### src/rtl/top.sv
// Transition detector: two combinational copies of in_signal, plus a 3-flop
// synchroniser driving rise/fall strobes and a saturating transition counter.
module top #(
  parameter int CNT_W = 16
) (
  input  logic             clk,
  input  logic             rst,
  input  logic             in_signal,
  output logic             out_signal1,
  output logic             out_signal2,
  output logic             in_q,
  output logic             rise_pulse,
  output logic             fall_pulse,
  output logic [CNT_W-1:0] edge_count
);

  logic             r_s1, r_s2, r_s3;
  logic [CNT_W-1:0] r_cnt;
  logic             w_rise, w_fall, w_sat;

  // The copies bypass every flop so they stay live through reset and without a clock.
  assign out_signal1 = in_signal;
  assign out_signal2 = in_signal;

  always_ff @(posedge clk or posedge rst) begin
    if (rst) begin
      r_s1 <= 1'b0;
      r_s2 <= 1'b0;
      r_s3 <= 1'b0;
    end else begin
      r_s1 <= in_signal;
      r_s2 <= r_s1;
      r_s3 <= r_s2;
    end
  end

  assign w_rise = r_s2 & ~r_s3;
  assign w_fall = ~r_s2 & r_s3;
  assign w_sat  = &r_cnt;

  always_ff @(posedge clk or posedge rst) begin
    if (rst)
      r_cnt <= '0;
    else if ((w_rise | w_fall) && !w_sat)
      r_cnt <= r_cnt + CNT_W'(1);
  end

  assign in_q       = r_s2;
  assign rise_pulse = w_rise;
  assign fall_pulse = w_fall;
  assign edge_count = r_cnt;

endmodule

### config.mk
export PLATFORM = sky130hd
export DESIGN_NAME = top
export DESIGN_NICKNAME = d
export VERILOG_FILES = /design/src/rtl/top.sv
export SDC_FILE = /design/constraint.sdc
export NUM_CORES = 1
export LEC_CHECK = 0
export BUFFER_PORTS_ARGS = -buffer_cell sky130_fd_sc_hd__buf_2
export CAP_MARGIN = 20
export CORE_UTILIZATION = 50
export CTS_CLUSTER_DIAMETER = 100
export DETAILED_ROUTE_END_ITERATION = 8
export GPL_ROUTABILITY_DRIVEN = 0
export PLACE_DENSITY = 0.76
export SYNTH_ARGS = -nofsm -noshare
export SYNTH_HDL_FRONTEND = slang
export SYNTH_SLANG_ARGS = --single-unit
### constraint.sdc
create_clock -name clk -period 2.1 [get_ports clk]
set_input_delay 0.105 -clock clk [delete_from_list [all_inputs] [get_ports clk]]
set_output_delay 0.105 -clock clk [all_outputs]
set_load 0.02 [all_outputs]
Word-level counts from Yosys, hierarchy flattened --
Index checks and enable logic that the tools add are counted.
Operators by class: add/sub/neg operators 1, bitwise operators 5, reductions and logical operators 3
Operators by type and width (count):
- 16-bit by 1-bit adder with 16-bit output (second input constant) | 1
- 16-bit AND reduction | 1
- 1-bit bitwise AND | 2
- 1-bit NOT | 2
- 1-bit logical AND | 1
- 1-bit logical NOT | 1
- 1-bit OR | 1
Word-level totals: register bits 19, output and inout port bits 21, logic and storage cells 13

Logic depth before layout (Yosys ltp) --
depth after elaboration 4, mapped depth 7, depth with buffers taken out 6

Worst setup path after synthesis --
Ideal clock, no wire load.
path type register to register, from reg r_s2 (netlist: in_q), to reg r_cnt[12] (netlist: edge_count[12]), arrival time 1.806 ns, required time 1.975 ns, setup slack 0.170 ns, stages on the path, launching flop included 6, path buffers 0, cell sequence dfrtp_1 inv_1 ha_1 or4_4 nor2_1 mux2_2
On the way: longest elaborated chain between the ends 4
RTL lines:
- from (decl) | RTL line 17 | logic r_s1, r_s2, r_s3;
- from (signal assigned) | RTL line 32 | r_s2 <= r_s1;
- 1-bit NOT | RTL line 38 | assign w_fall = ~r_s2 & r_s3;
- 1-bit bitwise AND | RTL line 38
- 1-bit OR (*) | RTL line 44 | else if ((w_rise | w_fall) && !w_sat)
- 1-bit logical AND (*) | RTL line 44
- to (signal assigned) | RTL line 45 | r_cnt <= r_cnt + CNT_W'(1);
- to (decl) | RTL line 18 | logic [CNT_W-1:0] r_cnt;
Mark *: on every way between the ends. The rest lies on a longest branch, timed or not. A chain may end at the register's enable or synchronous reset.

Worst setup path in the final report --
from reg r_cnt[0] (netlist: edge_count[0]), to reg r_cnt[1] (netlist: edge_count[1])
On the way: longest elaborated chain between the ends 3
RTL lines:
- branches (longest 3 deep; another with 16-bit by 1-bit adder with 16-bit output)
Parallel ways; which one is timed is not known.

==> reports/qor.yml <==
cts:
  cts_setup_buffers: 0
  cts_max_level: 1
  cts.repair.resized: 0
  clk_pin_slew_ps: 100
  clockBufferDepth: 2
  clkLatencyLatePin_ps: 290
  cts.sinks: 19
  cts_tree: "built"
  cts_buffers: 3
  clock_tree.root_cell: "clkbuf_4"
sta:
  finalCriticalPeriod_ps: 1930
  rsz0062_at_grt: "false"
  relSlewSlack_pct: 53.1
  tightest_slew_ps: 703
  finalMaxSlewViolations: 0
  fin_crit_sh_pct: 91.7
  hold_viol: 0
  setup_viol: 0
  fin_setup_tns_ps: 0
  clock_skew_ps: 3.46
  max_freq_mhz: 519
power:
  switchingPower_uw: 370
  leakage_nw: 0.585
  power.share.clock_pct: 18.0
  p_int_uw: 624
  switching_share_pct: 37.2
  power_uw: 994
  pwr-share-seq_pct: 51.6
  combPwrFrac_pct: 30.5
  ir_drop_uv: 696
  powerDensity_nw_per_um2: 912
synthesis:
  yosys_warnings: 0
  synth.area.top_cells: "dfrtp_1, xor2_1, ha_1, nor2_1, xnor2_1"
  synth_cell_types: 22
  synth_top_cell_by_area: "dfrtp_1"
  synth_simple_gate_area_share_pct: 20.4
  ys_seq_area_share_pct: 52.7
  synth_compound_area_share_pct: 1.94
  synth.net_count: 89
  synthMuxAreaShare_pct: 2.50
  synth_fa_ha_area_share_pct: 4.16
  synth_top_family_by_area: "simple AND/OR/NAND/NOR gates"
  synth_seq_cells: 19
  syn_area_um2: 902
  yosysTopAreaCellShare_pct: 52.7
  syn-mean-instance-area_um2: 10.9
  synth_xor_area_share_pct: 13.6
  synth_cells: 83
route:
  m1WireLength_um: 734
  drt_iter0_markers: 8
  wire_per_inst_um: 11.8
  wl_met2_um: 781
  via_per_inst: 4.91
  drtPass1Iterations: 3
  wl_um: 1590
  num_vias: 663
  wl_met3_um: 40
  route.detailed.drc: 0
  ant_nets: 0
  maxUsedRoutingLayer: "met4"
final_layout:
  finalNetCount: 118
  area_growth_pct: 20.8
  fillCellCount: 143
  diodes: 0
  drive_above_1_share_pct: 30.6
setup_path:
  slowest_stage: "o41ai_1"
  crit_family: "compound AO/OA/AOI/OAI gates"
  worstPathRequired_ps: 2290
  critPathCaptureType: "flip-flop"
  critPathBufInv: 1
  startpoint_type: "flip-flop"
  slowest_delay_ps: 480
  path_class: "flip-flop to flip-flop"
  cp_cell_sequence: "ha_1 > nand4_1 > o41ai_1 > buf_4 > mux2_2"
  worst_ep_arrival_time_ps: 2120
  critPathMaxFanout: 7
floorplanning:
  die-width_um: 44.5
  die_h_um: 44.5
  die_area_um2: 1980
  start_util_pct: 56.6
  io_pins: 24
  coreArea_um2: 1590
  std_cell_rows: 14
run:
  maxCapViolCount: 0
placed_design:
  dp_hpwl_um: 1190
  port_buffers: 23
global_route:
  overflow: 0
  grt_pass1_wl_um: 2820
  grtUsageTotal_pct: 19.8
  antenna_found_initial: 0
  grt_pass1_vias: 628
  grt_max_degree: 20
outcome:
  outcome: "finished clean"
worst_hold_path:
  hp-class: "flip-flop to flip-flop"
## layout make-up
class | count | area, um2 | share of cell area, %
inverters | 6 | 22.5 | 2.07
multi-input cells | 55 | 384 | 35.2
clock inverters | 1 | 5.00 | 0.459
well taps | 24 | 30.0 | 2.76
flip-flops and latches | 19 | 475 | 43.6
clock buffers | 3 | 22.5 | 2.07
repair buffers | 27 | 150 | 13.8
## sequential cells by signal (all words and copies together), names as in the netlist
signal,cells
edge_count,16
in_q,1
r_s1,1
r_s3,1
## per-layer routing
metal / global-route usage, % / up-vias
li1: - / 337
met1: 26.0 / 308
met2: 31.8 / 14
met3: 2.45 / 4
met4: 10.9 / 0
met5: 0 / -
## power groups by stage
stage | combinational (mW) | clock, mW | sequential [mW]
2_1_floorplan | 0.131 | 0 | 0.590
3_3_place_gp | 0.297 | 0 | 0.518
3_5_place_dp | 0.304 | 0 | 0.519
4_1_cts | 0.308 | 0.188 | 0.512
5_1_grt | 0.339 | 0.197 | 0.524
6_report | 0.303 | 0.179 | 0.513
## worst paths after layout
check	startpoint	to	slack, ps	cells past startpoint
worst min-delay path	r_s1	in_q	360	0
worst max register to register	edge_count[0]	edge_count[1]	170	5
worst max-delay path	edge_count[0]	edge_count[1]	170	5
min in group asynchronous	rst	edge_count[7]	450	3
worst min register to register	r_s1	in_q	360	0
max in group asynchronous	rst	edge_count[14]	1200	3
## cells by family after synthesis
| group | Yosys count |
|---|---|
| DFF | 19 |
| xor gates and xnor gates | 14 |
| AOI/OAI and AO/OA | 2 |
| buffers and inverters | 9 |
| adders and majority gates | 3 |
| and+or+nand+nor | 34 |
| muxes | 2 |
## synth_stat cells, drive strengths merged
library cell	number
or3	1
nor3	3
nor2	7
nand4	4
nor4	2
nor4b	1
or2	1
xor2	11
nand3	5
inv	6
mux2	2
or4	1
buf	3
a2111oi	1
xnor2	3
nand2	6
and3	2
nand2b	1
o41ai	1
ha	3
dfrtp	19
## stage by stage
step	worst slack (ps)	hold slack [ps]	instance area (um2)	cells	util, %
floorplan	170	56.1	902	83	-
global placement	208	231	1040	129	65.4
detailed placement	200	240	1040	129	65.4
CTS	158	365	1090	135	68.4
global route	7.27	377	1090	135	68.4
finish	174	363	1090	135	68.4
## repair_timing
item | in CTS | in global routing
hold buffers | 2 | 0
endpoints found under the hold margin | 20 | 0
setup endpoints to repair | 0 | 0
## cells in the final DEF (no fill, tap or decap), drive strengths merged
cell type     n
buf          25
dfrtp        19
xor2         11
nor2          7
inv           6
nand2         6
nand3         5
nand4         4
nor3          3
xnor2         3
ha            3
clkbuf        3
and3          2
mux2          2
nor4          2
dlygate4sd3   2
a2111oi       1
o41ai         1
or4           1
nand2b        1
or3           1
or2           1
nor4b         1
clkinv        1
No activity file was read; power rests on OpenSTA's default activity.
